$ cat src/rtl/bt_cmd_frame_ctrl.sv
// Frames the Bluetooth UART byte stream into SOF/ID/ARG0/ARG1/CHK game commands,
// checks the XOR checksum and drops frames that stall between bytes.
module bt_cmd_frame_ctrl #(
    parameter logic [7:0] SOF_BYTE   = 8'hAA,
    parameter int         TMO_W      = 16,
    parameter int         TMO_CYCLES = 50000
) (
    input  logic       clk_div,
    input  logic       rst,
    input  logic       byte_avail,
    input  logic [7:0] byte_in,
    output logic       cmd_valid,
    output logic [7:0] cmd_id,
    output logic [7:0] cmd_arg0,
    output logic [7:0] cmd_arg1,
    output logic       err_chk,
    output logic       err_tmo,
    output logic       busy,
    output logic [7:0] frame_cnt
);

    typedef enum logic [2:0] {
        IDLE,
        GET_ID,
        GET_A0,
        GET_A1,
        GET_CHK
    } state_t;

    localparam logic [TMO_W-1:0] TMO_LAST = TMO_W'(TMO_CYCLES - 1);
    localparam logic [TMO_W-1:0] TMO_ONE  = TMO_W'(1);

    state_t           state_q, state_d;
    logic [TMO_W-1:0] tmo_cnt_q, tmo_cnt_d;
    logic [7:0]       id_q, id_d;
    logic [7:0]       a0_q, a0_d;
    logic [7:0]       a1_q, a1_d;
    logic [7:0]       cmd_id_q, cmd_id_d;
    logic [7:0]       cmd_arg0_q, cmd_arg0_d;
    logic [7:0]       cmd_arg1_q, cmd_arg1_d;
    logic [7:0]       frame_cnt_q, frame_cnt_d;
    logic             cmd_valid_q, cmd_valid_d;
    logic             err_chk_q, err_chk_d;
    logic             err_tmo_q, err_tmo_d;
    logic             tmo_hit;
    logic [7:0]       chk_calc;

    // A byte landing on the terminal count wins over the timeout.
    assign tmo_hit  = (state_q != IDLE) && !byte_avail && (tmo_cnt_q == TMO_LAST);
    assign chk_calc = id_q ^ a0_q ^ a1_q;

    always_ff @(posedge clk_div or posedge rst) begin
        if (rst) begin
            state_q <= IDLE;
        end else begin
            state_q <= state_d;
        end
    end

    always_comb begin
        state_d = state_q;
        case (state_q)
            IDLE:    if (byte_avail && (byte_in == SOF_BYTE)) state_d = GET_ID;
            GET_ID:  if (byte_avail) state_d = GET_A0;
            GET_A0:  if (byte_avail) state_d = GET_A1;
            GET_A1:  if (byte_avail) state_d = GET_CHK;
            GET_CHK: if (byte_avail) state_d = IDLE;
            default: state_d = IDLE;
        endcase
        if (tmo_hit) begin
            state_d = IDLE;
        end
    end

    always_comb begin
        id_d        = id_q;
        a0_d        = a0_q;
        a1_d        = a1_q;
        cmd_id_d    = cmd_id_q;
        cmd_arg0_d  = cmd_arg0_q;
        cmd_arg1_d  = cmd_arg1_q;
        frame_cnt_d = frame_cnt_q;
        cmd_valid_d = 1'b0;
        err_chk_d   = 1'b0;
        err_tmo_d   = tmo_hit;
        tmo_cnt_d   = tmo_cnt_q + TMO_ONE;
        if ((state_q == IDLE) || byte_avail || tmo_hit) begin
            tmo_cnt_d = '0;
        end
        if (byte_avail) begin
            case (state_q)
                GET_ID: id_d = byte_in;
                GET_A0: a0_d = byte_in;
                GET_A1: a1_d = byte_in;
                GET_CHK: begin
                    if (byte_in == chk_calc) begin
                        cmd_valid_d = 1'b1;
                        cmd_id_d    = id_q;
                        cmd_arg0_d  = a0_q;
                        cmd_arg1_d  = a1_q;
                        frame_cnt_d = frame_cnt_q + 8'd1;
                    end else begin
                        err_chk_d = 1'b1;
                    end
                end
                default: ;
            endcase
        end
    end

    always_ff @(posedge clk_div or posedge rst) begin
        if (rst) begin
            tmo_cnt_q   <= '0;
            id_q        <= '0;
            a0_q        <= '0;
            a1_q        <= '0;
            cmd_id_q    <= '0;
            cmd_arg0_q  <= '0;
            cmd_arg1_q  <= '0;
            frame_cnt_q <= '0;
            cmd_valid_q <= 1'b0;
            err_chk_q   <= 1'b0;
            err_tmo_q   <= 1'b0;
        end else begin
            tmo_cnt_q   <= tmo_cnt_d;
            id_q        <= id_d;
            a0_q        <= a0_d;
            a1_q        <= a1_d;
            cmd_id_q    <= cmd_id_d;
            cmd_arg0_q  <= cmd_arg0_d;
            cmd_arg1_q  <= cmd_arg1_d;
            frame_cnt_q <= frame_cnt_d;
            cmd_valid_q <= cmd_valid_d;
            err_chk_q   <= err_chk_d;
            err_tmo_q   <= err_tmo_d;
        end
    end

    assign busy      = (state_q != IDLE);
    assign cmd_valid = cmd_valid_q;
    assign err_chk   = err_chk_q;
    assign err_tmo   = err_tmo_q;
    assign cmd_id    = cmd_id_q;
    assign cmd_arg0  = cmd_arg0_q;
    assign cmd_arg1  = cmd_arg1_q;
    assign frame_cnt = frame_cnt_q;

endmodule

$ cat config.mk
export PLATFORM = sky130hd
export DESIGN_NAME = bt_cmd_frame_ctrl
export DESIGN_NICKNAME = d
export VERILOG_FILES = /design/src/rtl/bt_cmd_frame_ctrl.sv
export SDC_FILE = /design/constraint.sdc
export NUM_CORES = 1
export LEC_CHECK = 0
export CORE_MARGIN = 3
export CORE_UTILIZATION = 43
export DETAILED_ROUTE_END_ITERATION = 8
export PLACE_DENSITY = 0.62
export SYNTH_ARGS = -nofsm -noshare
export SYNTH_HDL_FRONTEND = slang
export SYNTH_SLANG_ARGS = --single-unit
$ cat constraint.sdc
create_clock -name clk_div -period 8.4 [get_ports clk_div]
set_input_delay 2.52 -clock clk_div [delete_from_list [all_inputs] [get_ports clk_div]]
set_output_delay 2.52 -clock clk_div [all_outputs]
set_load 0.1 [all_outputs]
# Word level (Yosys, flattened, before mapping)
# Cells that the tools add are included.
# Widths: inputs -> output; s select.
# totals
ff_bits,78
latchBits,0
mem_bits_rw,0
romBits,0
input_bits,11
out_inout_bits,36
memories,0
# op_classes
add_sub_neg,2
n_mul,0
div,0
magnitude_cmp,0
n_eq_ne,12
shifts,0
muxes,14
n_bitwise,2
n_reduce_logical,13
# ops
cell,n
$mux 3,6
$add 16x1->16 const B,1
$eq 16x16->1 const B,1
$mux 16,1
$xor 8x8->8,2
$ne 3x3->1 const B,5
$pmux 3 s5,1
$add 8x1->8 const B,1
$eq 8x8->1,1
$eq 8x8->1 const B,1
$eq 3x2->1 const B,2
$mux 1,6
$reduce_and 2->1,3
$reduce_and 5->1,1
$eq 3x1->1 const B,1
$eq 3x3->1 const B,1
$logic_and 1x1->1,3
$logic_not 3->1,1
$reduce_and 3->1,1
$reduce_bool 3->1,1
$logic_or 1x1->1,2
$logic_not 1->1,1

# Depth between registers and ports, before layout
# logic_depth
depth_word,6
depth_mapped,7
mapped_depth_nobuf,6

# Worst setup path after synthesis
# Ideal clock, no wire load.
# synth_path
path_type,register to output
start,register state_q[0]
end,output busy
arrival_ps,1408
t_required_ps,5880
path_slack_ps,4472
stages_incl_launch_ff,3
cell_sequence,dfrtp_1 clkbuf_1 or3_1
# synth_via
elab_chain_len,1
# synth_rtl
item,line_no,source
start: declaration,33,"state_t state_q, state_d;"
start signal: assignment,56,state_q <= state_d;
$reduce_bool 3->1,139,assign busy = (state_q != IDLE);
end: declaration,18,"output logic busy,"
# No other way between the ends.

# Worst setup path in the final report
# Same ends and word-level chain as after synthesis.

==> impl_metrics.toml <==
[detailed_routing]
drtIter0Drc = 61
drc = 0
wirelength_um = 6620
vias = 2143
routedWlPerCell_um = 15.5
via_per_inst = 5.03
firstDrtPassIters = 4
detail-route-antenna-nets = 0

[sta]
hold_ws_ns = 0.455
setup_tns_ns = 0
slew_headroom_pct = 34.8
worst_clock_skew_ns = 0.0118
finalHoldViolations = 0
rsz0062_at_grt = "false"
tightest_slew_ns = 0.975
fin_crit_sh_pct = 57.1
period_minus_slack_ns = 4.79
fmax_mhz = 209
setup-violations-final = 0
finalMaxSlewViolations = 0

[placement]
gp_congestion = 0.740
dp_hpwl_um = 4530
portBuffers = 46

[setup_path]
critPathKind = "reg2out"
critical_path.startpoint_type = "flop"
ff2ff_setup_slack_ns = 6.14
path_max_fanout = 10
cp-end-kind = "output pin"
crit_arrival_ns = 2.27
cp.required_ns = 5.88

[floorplan]
rows = 32
die_w_um = 96.4
die_h_um = 96.4
start_util_pct = 44.8
io_pins = 47
coreArea_sq_mm = 0.00785
dieArea_sq_mm = 0.00929

[synth]
synth_cell_types = 38
synthTopCellsByArea = "dfrtp_1, mux2_2, xnor2_1, mux2_4, xor2_1"
ys_seq_area_share_pct = 55.5
synthSimpleGateAreaFrac_pct = 13.2
ys_async_sr_fraction_pct = 100
yosysMostFrequentCell = "dfrtp_1"
synth_top_family_by_area = "multiplexers"
synth_compound_area_share_pct = 1.03
yosysWarningCount = 0
synth_edf_count = 0
avgSynthCellArea_sq_um = 13.1
ys_ff_latch = 78
yosysTopAreaCell = "dfrtp_1"
ys.flop_type = "dfrtp_1"
synth_fp_nets = 281
synthCells = 268
synthAdderAreaFrac_pct = 0.712
synth_xor_area_share_pct = 11.2
synth.top_cell.area_share_pct = 55.5
synthTopCellsByCount = "dfrtp_1, mux2_2, xnor2_1, nor2_1, xor2_1"
synth_mux_area_share_pct = 16.7
netlist_area_sq_mm = 0.00351

[finish]
drive_above_1_share_pct = 21.9
antenna_cells = 0
nets = 334
areaGrowthSynthToFinish_pct = 21.7

[global_route]
grt_pass1_vias = 2168
track_usage_pct = 15.8
grt_pass1_wl_um = 11000
antenna_found_initial = 0
grt_max_degree = 79
gr-total-overflow = 0

[clock_tree]
clkTransAtPathRegs_ns = 0.07
cts.sinks = 78
cts_hold_buf = 0
cts_buffer_depth = 2
clk-insertion-delay-late_ns = 0.34
cts_tree = "yes"
clockRootBuffer = "clkbuf_8"
cts_made_buffers = 9
cts-htree-levels = 3
postCtsSetupBuffers = 0
ctsResizeCount = 0

[job]
cap_violations = 0

[hold_path]
hold_path.class = "reg2reg"

[outcome]
status = "finished, final reports clean"

[power]
p_leak_uw = 0.00190
powerDensity_mw_per_mm2 = 250
peakVddDrop_mv = 0.143
## metrics by stage
step	instances	area, sq um	util, %	total power (uW)	setup WS [ns]
after floorplan	268	3510	-	720	3.88
after global routing	426	4280	54.5	1130	3.50
after global placement	412	4080	51.9	783	3.48
after detailed placement	412	4080	51.9	787	3.45
final	426	4280	54.5	1070	3.61
after CTS	426	4280	54.5	1080	3.58
## cell families after synthesis
group / after synthesis
DFF: 78
and+or+nand+nor: 77
buffers and inverters: 11
muxes: 49
xor gates and xnor gates: 45
AOI/OAI and AO/OA: 6
adders and majority gates: 2
## metal layers
metal	GRT usage, %	part of all wire [%]	vias to the layer above
li1	-	-	1035
met5	0	0	-
met4	4.21	1.1	0
met1	22.3	49	1065
met3	5.27	4.1	6
met2	23.5	46	37
## area by class of cell
type | instances | area (sq um)
Fill cell | 716 | 3570
Clock buffer | 10 | 128
Timing Repair Buffer | 47 | 468
Tap cell | 102 | 128
Multi-Input combinational cell | 179 | 1510
Clock inverter | 4 | 73.8
Inverter | 6 | 22.5
Sequential cell | 78 | 1950
## cell usage in the layout (no fill, tap or decap), types with 2 or more instances in the layout
master	instances
dfrtp_1	78
clkdlybuf4s50_1	46
mux2_2	40
xnor2_1	33
nor2_1	21
xor2_1	12
nand4_1	11
mux2_4	9
clkbuf_8	9
nand2_1	8
nand3_1	5
inv_1	4
nor3_1	4
and3_1	3
nor2b_1	3
a21oi_1	3
and2_1	3
nor4bb_1	2
and4_4	2
inv_2	2
nor4_1	2
and4_1	2
ha_1	2
bufinv_16	2
## state kept, by name, summed over array words and instances (netlist names)
name	flops
cmd_id	8
err_chk	1
err_tmo	1
cmd_valid	1
cmd_arg0	8
state_q	3
a0_q	8
frame_cnt	8
id_q	8
cmd_arg1	8
tmo_cnt_q	16
a1_q	8
## path summary, 6_finish.rpt
path / from / endpoint / cells after the start
max reg2reg: state_q[1] / cmd_arg1[5] / 5
min in group asynchronous: rst / frame_cnt[4] / 3
min: tmo_cnt_q[0] / tmo_cnt_q[0] / 1
min reg2reg: tmo_cnt_q[0] / tmo_cnt_q[0] / 1
max in group asynchronous: rst / cmd_arg1[5] / 3
max: state_q[0] / busy / 2
## report_power, final
part	internal, uW	total [uW]	switching, uW
clock network	164	291	127
logic	137	290	153
registers	431	488	56.2
## critical path: stages, from the launching register on
cell	delay, ns
dfrtp_1	0.50
or3_1	0.44
clkdlybuf4s50_1	0.99
Note: power is estimated with default switching activity, not from simulation.
